==> config.mk <==
export PLATFORM = sky130hd
export DESIGN_NAME = iterative_shifter
export DESIGN_NICKNAME = d
export VERILOG_FILES = /design/src/rtl/iterative_shifter.sv
export SDC_FILE = /design/constraint.sdc
export NUM_CORES = 1
export LEC_CHECK = 0
export ABC_AREA = 1
export CORE_ASPECT_RATIO = 0.7
export CORE_MARGIN = 3
export CORE_UTILIZATION = 51
export CTS_CLUSTER_SIZE = 20
export DETAILED_ROUTE_END_ITERATION = 8
export GPL_ROUTABILITY_DRIVEN = 1
export MAX_ROUTING_LAYER = met4
export PLACE_DENSITY = 0.81
export SETUP_SLACK_MARGIN = 0.15
export SLEW_MARGIN = 20
export SYNTH_ARGS = -nofsm -noshare
export SYNTH_HDL_FRONTEND = slang
export SYNTH_SLANG_ARGS = --single-unit
export TNS_END_PERCENT = 10
==> constraint.sdc <==
create_clock -name clk -period 3.08 [get_ports clk]
set_input_delay 0.616 -clock clk [delete_from_list [all_inputs] [get_ports clk]]
set_output_delay 0.616 -clock clk [all_outputs]
set_load 0.005 [all_outputs]
==> src/rtl/iterative_shifter.sv <==
// iterative_shifter
//   Multi-cycle shifter for the ALU shift path. It performs SLL, SRL, SRA and
//   ROL by a variable amount, moving up to STEP bit positions per clock. Both
//   the request side and the result side use valid/ready handshakes.
//
// Ports
//   clk          rising-edge clock
//   rst          synchronous, active-high reset
//   start_valid  request valid
//   start_ready  block can accept a request (high only in IDLE)
//   op           00 SLL, 01 SRL, 10 SRA, 11 ROL
//   data_in      operand, sampled at accept only
//   shamt        shift amount 0..WIDTH-1, sampled at accept only
//   result       working register; meaningful while result_valid=1
//   result_valid result complete and held stable until result_ready
//   result_ready consumer accepts result
//   busy         high in SHIFT or DONE
module iterative_shifter #(
  parameter int WIDTH   = 32,
  parameter int SHAMT_W = 5,
  parameter int STEP    = 1
) (
  input  logic               clk,
  input  logic               rst,
  input  logic               start_valid,
  output logic               start_ready,
  input  logic [1:0]         op,
  input  logic [WIDTH-1:0]   data_in,
  input  logic [SHAMT_W-1:0] shamt,
  output logic [WIDTH-1:0]   result,
  output logic               result_valid,
  input  logic               result_ready,
  output logic               busy
);

  typedef enum logic [1:0] {
    IDLE  = 2'd0,
    SHIFT = 2'd1,
    DONE  = 2'd2
  } state_e;

  typedef enum logic [1:0] {
    OP_SLL = 2'b00,
    OP_SRL = 2'b01,
    OP_SRA = 2'b10,
    OP_ROL = 2'b11
  } op_e;

  // STEP may equal WIDTH, which needs one bit more than a shift amount.
  localparam logic [SHAMT_W:0] STEP_C = (SHAMT_W+1)'(STEP);

  state_e             state, state_d;
  op_e                op_q, op_d;
  logic [WIDTH-1:0]   work, work_d;
  logic [SHAMT_W-1:0] remaining, remaining_d;

  logic [SHAMT_W:0]   rem_wide;
  logic [SHAMT_W:0]   k_wide;
  logic [SHAMT_W-1:0] k;
  logic [WIDTH-1:0]   shifted;

  // Bits moved this cycle: min(STEP, remaining). Because remaining never
  // exceeds WIDTH-1, the result always fits in SHAMT_W bits.
  assign rem_wide = {1'b0, remaining};
  assign k_wide   = (rem_wide < STEP_C) ? rem_wide : STEP_C;
  assign k        = k_wide[SHAMT_W-1:0];

  always_comb begin
    shifted = work;
    unique case (op_q)
      OP_SLL: shifted = work << k;
      OP_SRL: shifted = work >> k;
      // The MSB of work still holds the original sign bit, so an arithmetic
      // shift of the partial result replicates the correct fill.
      OP_SRA: shifted = $signed(work) >>> k;
      // A shift by WIDTH yields zero, so k=0 degenerates cleanly.
      OP_ROL: shifted = (work << k) | (work >> (WIDTH - int'(k)));
      default: shifted = work;
    endcase
  end

  // Next-state and datapath logic.
  // NOTE: every output of this block gets a default first, so no path leaves a
  // variable unassigned and no latch is inferred.
  always_comb begin
    state_d     = state;
    op_d        = op_q;
    work_d      = work;
    remaining_d = remaining;
    unique case (state)
      IDLE: begin
        if (start_valid) begin
          op_d        = op_e'(op);
          work_d      = data_in;
          remaining_d = shamt;
          state_d     = (shamt == '0) ? DONE : SHIFT;
        end
      end
      SHIFT: begin
        work_d      = shifted;
        remaining_d = remaining - k;
        if (remaining == k) state_d = DONE;
      end
      DONE: begin
        if (result_ready) state_d = IDLE;
      end
      default: state_d = IDLE;
    endcase
  end

  // NOTE: sequential state uses non-blocking assignments so every register
  // samples the pre-edge values regardless of statement order.
  always_ff @(posedge clk) begin
    if (rst) begin
      state     <= IDLE;
      op_q      <= OP_SLL;
      work      <= '0;
      remaining <= '0;
    end else begin
      state     <= state_d;
      op_q      <= op_d;
      work      <= work_d;
      remaining <= remaining_d;
    end
  end

  assign result       = work;
  assign result_valid = (state == DONE);
  assign start_ready  = (state == IDLE);
  assign busy         = (state != IDLE);

endmodule

==> results.toml, run 1 <==
[logic_synthesis]
ys_seq_area_share_pct = 24.3
avgSynthCellArea_um2 = 5.97
ys_ff_latch = 41
syn_inst = 567
synth_ff_type = "dfxtp_1"
synth_area_um2 = 3380
synth_cell_type_count = 38
synthesis.nets = 612
ys_async_sr_fraction_pct = 0
synth_edf_count = 0
ys_warn_count = 0

[place]
dp_cells = 712
io_buffers = 77
dp_hpwl_mm = 8.47
dpl_cell_area_um2 = 4160
dp_slack_ns = 0.505
gp_congestion = 0.935

[clock_network]
clockBufferDepth = 2
ctsResizeCount = 0
cts_tree = "done"
cts_sinks = 41
clkTransAtPathRegs_ns = 0.09
cts_setup_buffers = 0
clockRootBuffer = "clkbuf_8"
cts-hold-fix-buffers = 0
htreeDepth = 2
cts_buffers = 5
clock_latency_ns = 0.30

[floorplan]
initial_utilization_pct = 53.4
die_x_um = 103
num_io_pins = 78
dieArea_um2 = 7660
std_cell_rows = 24
dieHeight_um = 74.1
core_um2 = 6340

[routing]
wire_per_inst_um = 16.3
ant_nets = 0
vias = 4158
wirelength_mm = 11.8
avgViaCountPerCell = 5.78
first_iter_violations = 415
dr.pass1.iters = 7
route.detailed.drc = 0

[worst_setup_path]
worstSetupPathType = "flop to flop"
critPathMaxFanout = 17
critPathMaxStageDelay_ns = 0.46
worst_path_max_delay_cell = "inv_1"
crit_top_cell = "nand3_1"
cp-start-kind = "flop"
arrival_ns = 2.83
required_ns = 3.33
path_cells = "nor2_4 -> nand2_4 -> nor2_8 -> ha_1 -> inv_1 -> nand3_1 -> nand2_1 -> nand3_1 -> nand2_1 -> nand3_1 -> nand3_1 -> nand2_1 -> a21oi_1"
crit_buf_inv = 1
critPathCaptureType = "flop"
crit_family = "simple AND/OR/NAND/NOR gates"

[sta]
rsz0062_at_grt = "no"
period_share_pct = 84.0
min_period_ns = 2.59
fin_skew_ns = 0.0103
drv_slew = 0
worst_slack_ns = 0.494
setup_viol = 0
whs_ns = 0.494
relSlewSlack_pct = 57.3
max_freq_ghz = 0.387
tightest_slew_ns = 0.640
tns_ns = 0
hold_violations = 0

[power_and_ir_drop]
leakage_nw = 1.80
vdd_drop_max_mv = 0.673
power_density_nw_per_um2 = 1390
power_mw = 5.89

[global_routing]
grt_overflow_total = 0
grt_pass1_wl_mm = 18.6
grt_pass1_vias = 3671
track_usage_pct = 32.0
grt_max_degree = 42
antenna_found_initial = 0

[finish]
final_cell_mix = "nand2_1, clkdlybuf4s50_1, o21ai_0"
seq_area_um2 = 821
antenna_cells = 0
multi_input_area_um2 = 2180
fin_util_pct = 67.0
nets = 673
drive_gt1_share_pct = 8.43
instances_no_fill = 720
final_common_cell = "nand2_1"
fin_area_um2 = 4250
nFillCells = 604
syn2layout_area_growth_pct = 25.5

[hold_path]
hold_path_class = "flop to flop"

[outcome]
status = "completed"

[flow_run]
maxCapViolations = 0
-- state kept, by name (all words and copies together) (netlist names) --
name	count
result	32
state	2
op_q	2
remaining	5
-- metal layers --
layer  part of all wire (%)  track usage (%)
met5                      0                -
met4                   0.69             5.32
met3                     11             6.84
met2                     41             43.7
met1                     48             48.3
-- layout make-up --
cell class,count,area share [%]
Tap cell,91,2.68
Multi-Input combinational cell,440,51.4
Sequential cell,41,19.3
Inverter,53,4.69
Clock buffer,6,1.71
Timing Repair Buffer,87,19.9
Clock inverter,2,0.236
-- power by group --
group	total, mW	internal, mW	switching [mW]
logic	4.48	1.58	2.90
registers	1.05	0.775	0.271
clock network	0.370	0.158	0.212
total	5.89	2.51	3.38
-- cell families after synthesis --
| kind of cell | count (synthesis) | synth area share (%) |
|---|---|---|
| AND/OR/NAND/NOR | 265 | 35.4 |
| AO/OA/AOI/OAI | 171 | 27.8 |
| buffers and inverters | 86 | 11.4 |
| adder cells (fa/ha/maj) | 2 | 0.740 |
| flip-flops | 41 | 24.3 |
| XOR/XNOR | 1 | 0.259 |
| other | 1 | 0.111 |
-- worst paths after layout --
path	start	to	slack (ns)	depth (start not counted)
setup / recovery	remaining[3]	result[2]	0.49	13
hold / removal	result[15]	result[15]	0.49	2
setup reg to reg	remaining[3]	result[2]	0.49	13
hold reg to reg	result[15]	result[15]	0.49	2
-- worst register-to-register path: cells and delay by family (launching register included) --
kind | cells | cell delay (ns)
fa+ha+maj | 1 | 0.35
buf+inv | 1 | 0.47
simple gates | 10 | 1.21
flops | 1 | 0.39
compound gates | 1 | 0.10
-- Yosys cell counts (all sizes together), types with 2 or more instances --
cell type  number  area share, %
o22ai           2           0.37
nand4           6            1.1
buf            17            3.7
dfxtp          41             24
inv            52            5.8
a31oi           6            1.1
clkbuf         16            1.8
nor2           42            5.9
ha              2           0.74
a21oi          52            8.0
nand3          53            8.2
nand2         155             18
or2             8            1.5
o21ai          94             14
o211ai         13            2.9
(Power assumes the default switching activity.)
==> run 2, diff against run 1 <==
==> constraint.sdc (replaced) <==
create_clock -name clk -period 2.56 [get_ports clk]
set_input_delay 0.512 -clock clk [delete_from_list [all_inputs] [get_ports clk]]
set_output_delay 0.512 -clock clk [all_outputs]
set_load 0.005 [all_outputs]
==> results.toml, run 2 (synthesized netlist as in run 1, its figures left out) <==
[finish]
multi_input_area_um2 = 2180
largest_reg_flops = 32
final_cell_mix = "nand2_1, clkdlybuf4s50_1, o21ai_0"
nets = 682
syn2layout_area_growth_pct = 28.6
nFillCells = 580
drive_gt1_share_pct = 10.2
final_common_cell = "nand2_1"
antenna_cells = 0
fin_util_pct = 68.7
instances_no_fill = 729
seq_area_um2 = 821

[floorplan]
dieArea_um2 = 7660
core_um2 = 6340
num_io_pins = 78
dieHeight_um = 74.1
die_x_um = 103
std_cell_rows = 24
initial_utilization_pct = 53.4

[clock_network]
cts_sinks = 41
cts_buffers = 5
cts_tree = "done"
htreeDepth = 2
clock_latency_ns = 0.30
clockBufferDepth = 2
clkTransAtPathRegs_ns = 0.09
clockRootBuffer = "clkbuf_8"

[power_and_ir_drop]
power_frac_seq_pct = 17.0
vdd_drop_max_mv = 1.16
p_sw_mw = 4.16
internal-power_mw = 3.27
leakage_nw = 1.85
power_density_nw_per_um2 = 1710
power_frac_comb_pct = 75.2
p_sw_share_pct = 56.0
clockPowerShare_pct = 7.8

[worst_setup_path]
critPathMaxStageDelay_ns = 0.37
critPathMaxFanout = 13
critPathCaptureType = "flop"
worst_path_max_delay_cell = "dfxtp_1"
cp-start-kind = "flop"
path_cells = "nor2_4 -> nand2_4 -> nor2_8 -> ha_2 -> buf_4 -> nand2_1 -> inv_1 -> nand2_1 -> nand3_1 -> a21oi_1 -> o21ai_1 -> a21oi_1"
arrival_ns = 2.45
required_ns = 2.79
worstSetupPathType = "flop to flop"

[sta]
drv_slew = 0
whs_ns = 0.493
fin_skew_ns = 0.00922
max_freq_ghz = 0.450
tightest_slew_ns = 0.544
hold_violations = 0
period_share_pct = 86.8
worst_slack_ns = 0.337
rsz0062_at_grt = "no"
min_period_ns = 2.22
relSlewSlack_pct = 63.3
tns_ns = 0
setup_viol = 0

[routing]
vias = 4253
route.detailed.drc = 0
wire_per_inst_um = 16.7
ant_nets = 0
dr.pass1.iters = 5
avgViaCountPerCell = 5.83
wirelength_mm = 12.2
first_iter_violations = 445

[global_routing]
track_usage_pct = 33.3
grt_use_met1_pct = 49.2
grt_overflow_total = 0
grt_pass1_wl_mm = 19.3
grt_max_degree = 42
grtUsageMet3_pct = 5.15
grt_busiest_layer = "met1"
met2_usage_pct = 47.8
grt_pass1_vias = 3915
antenna_found_initial = 0

[place]
dp_cells = 720
gp_congestion = 1.08
dp_slack_ns = 0.320
io_buffers = 77
dp_hpwl_mm = 8.92

[hold_path]
hold_path_class = "flop to flop"

[outcome]
status = "completed"

[flow_run]
maxCapViolations = 0
[run 2: cell types whose count changed in the layout (fill, tap and decap cells not counted), sizes merged]
cell	delta
inv	-1
clkinvlp	+2
buf	+9
clkinv	-2
bufinv	+1
[run 2: repair_timing]
item | CTS | global route
setup buffers | 0 | 1
hold buffers | 0 | 0
resized for setup | 0 | 2
endpoints found under the setup margin | 0 | 4
[run 2: area by class of cell]
class,instances,share of cell area (%)
Multi-Input combinational cell,440,50.1
Timing Repair Buffer,96,21.0
Sequential cell,41,18.9
Inverter,53,4.66
Tap cell,91,2.62
Clock buffer,6,1.90
Clock inverter,2,0.863
[run 2: final timing paths]
| kind | slack, ns | cells after the start | endpoint | start |
|---|---|---|---|---|
| worst max register to register | 0.34 | 12 | result[19] | remaining[1] |
| worst min register to register | 0.49 | 2 | result[12] | result[12] |
| worst max-delay path | 0.34 | 12 | result[19] | remaining[1] |
| worst min-delay path | 0.49 | 2 | result[12] | result[12] |
[run 2: metrics by stage]
stage                     total power [mW]  area [µm²]
after detailed placement              6.63        4220
after floorplan                       5.00        3380
after CTS                             7.24        4340
after global placement                6.51        4220
final                                 7.44        4350
after global routing                  8.09        4350
[run 2: power groups by stage]
stage	Clock [mW]	Combinational (mW)	Sequential, mW
after floorplan	0	3.79	1.21
after global placement	0	5.27	1.25
after detailed placement	0	5.37	1.26
after CTS	0.587	5.40	1.25
after global routing	0.612	6.17	1.31
final	0.579	5.59	1.27
[run 2: metal layers]
| metal | routed length, µm | part of all wire [%] | vias up |
|---|---|---|---|
| li1 | - | - | 2038 |
| met1 | 5700 | 47 | 1952 |
| met2 | 5100 | 42 | 250 |
| met3 | 1250 | 10 | 13 |
| met4 | 128 | 1.1 | 0 |
| met5 | 0 | 0 | - |
[run 2: critical path: cells and delay by family, from the launching register on]
| family | cells | cell delay [ns] |
|---|---|---|
| buf+inv | 2 | 0.30 |
| flops | 1 | 0.37 |
| fa+ha+maj | 1 | 0.35 |
| compound gates | 3 | 0.39 |
| simple gates | 6 | 0.75 |
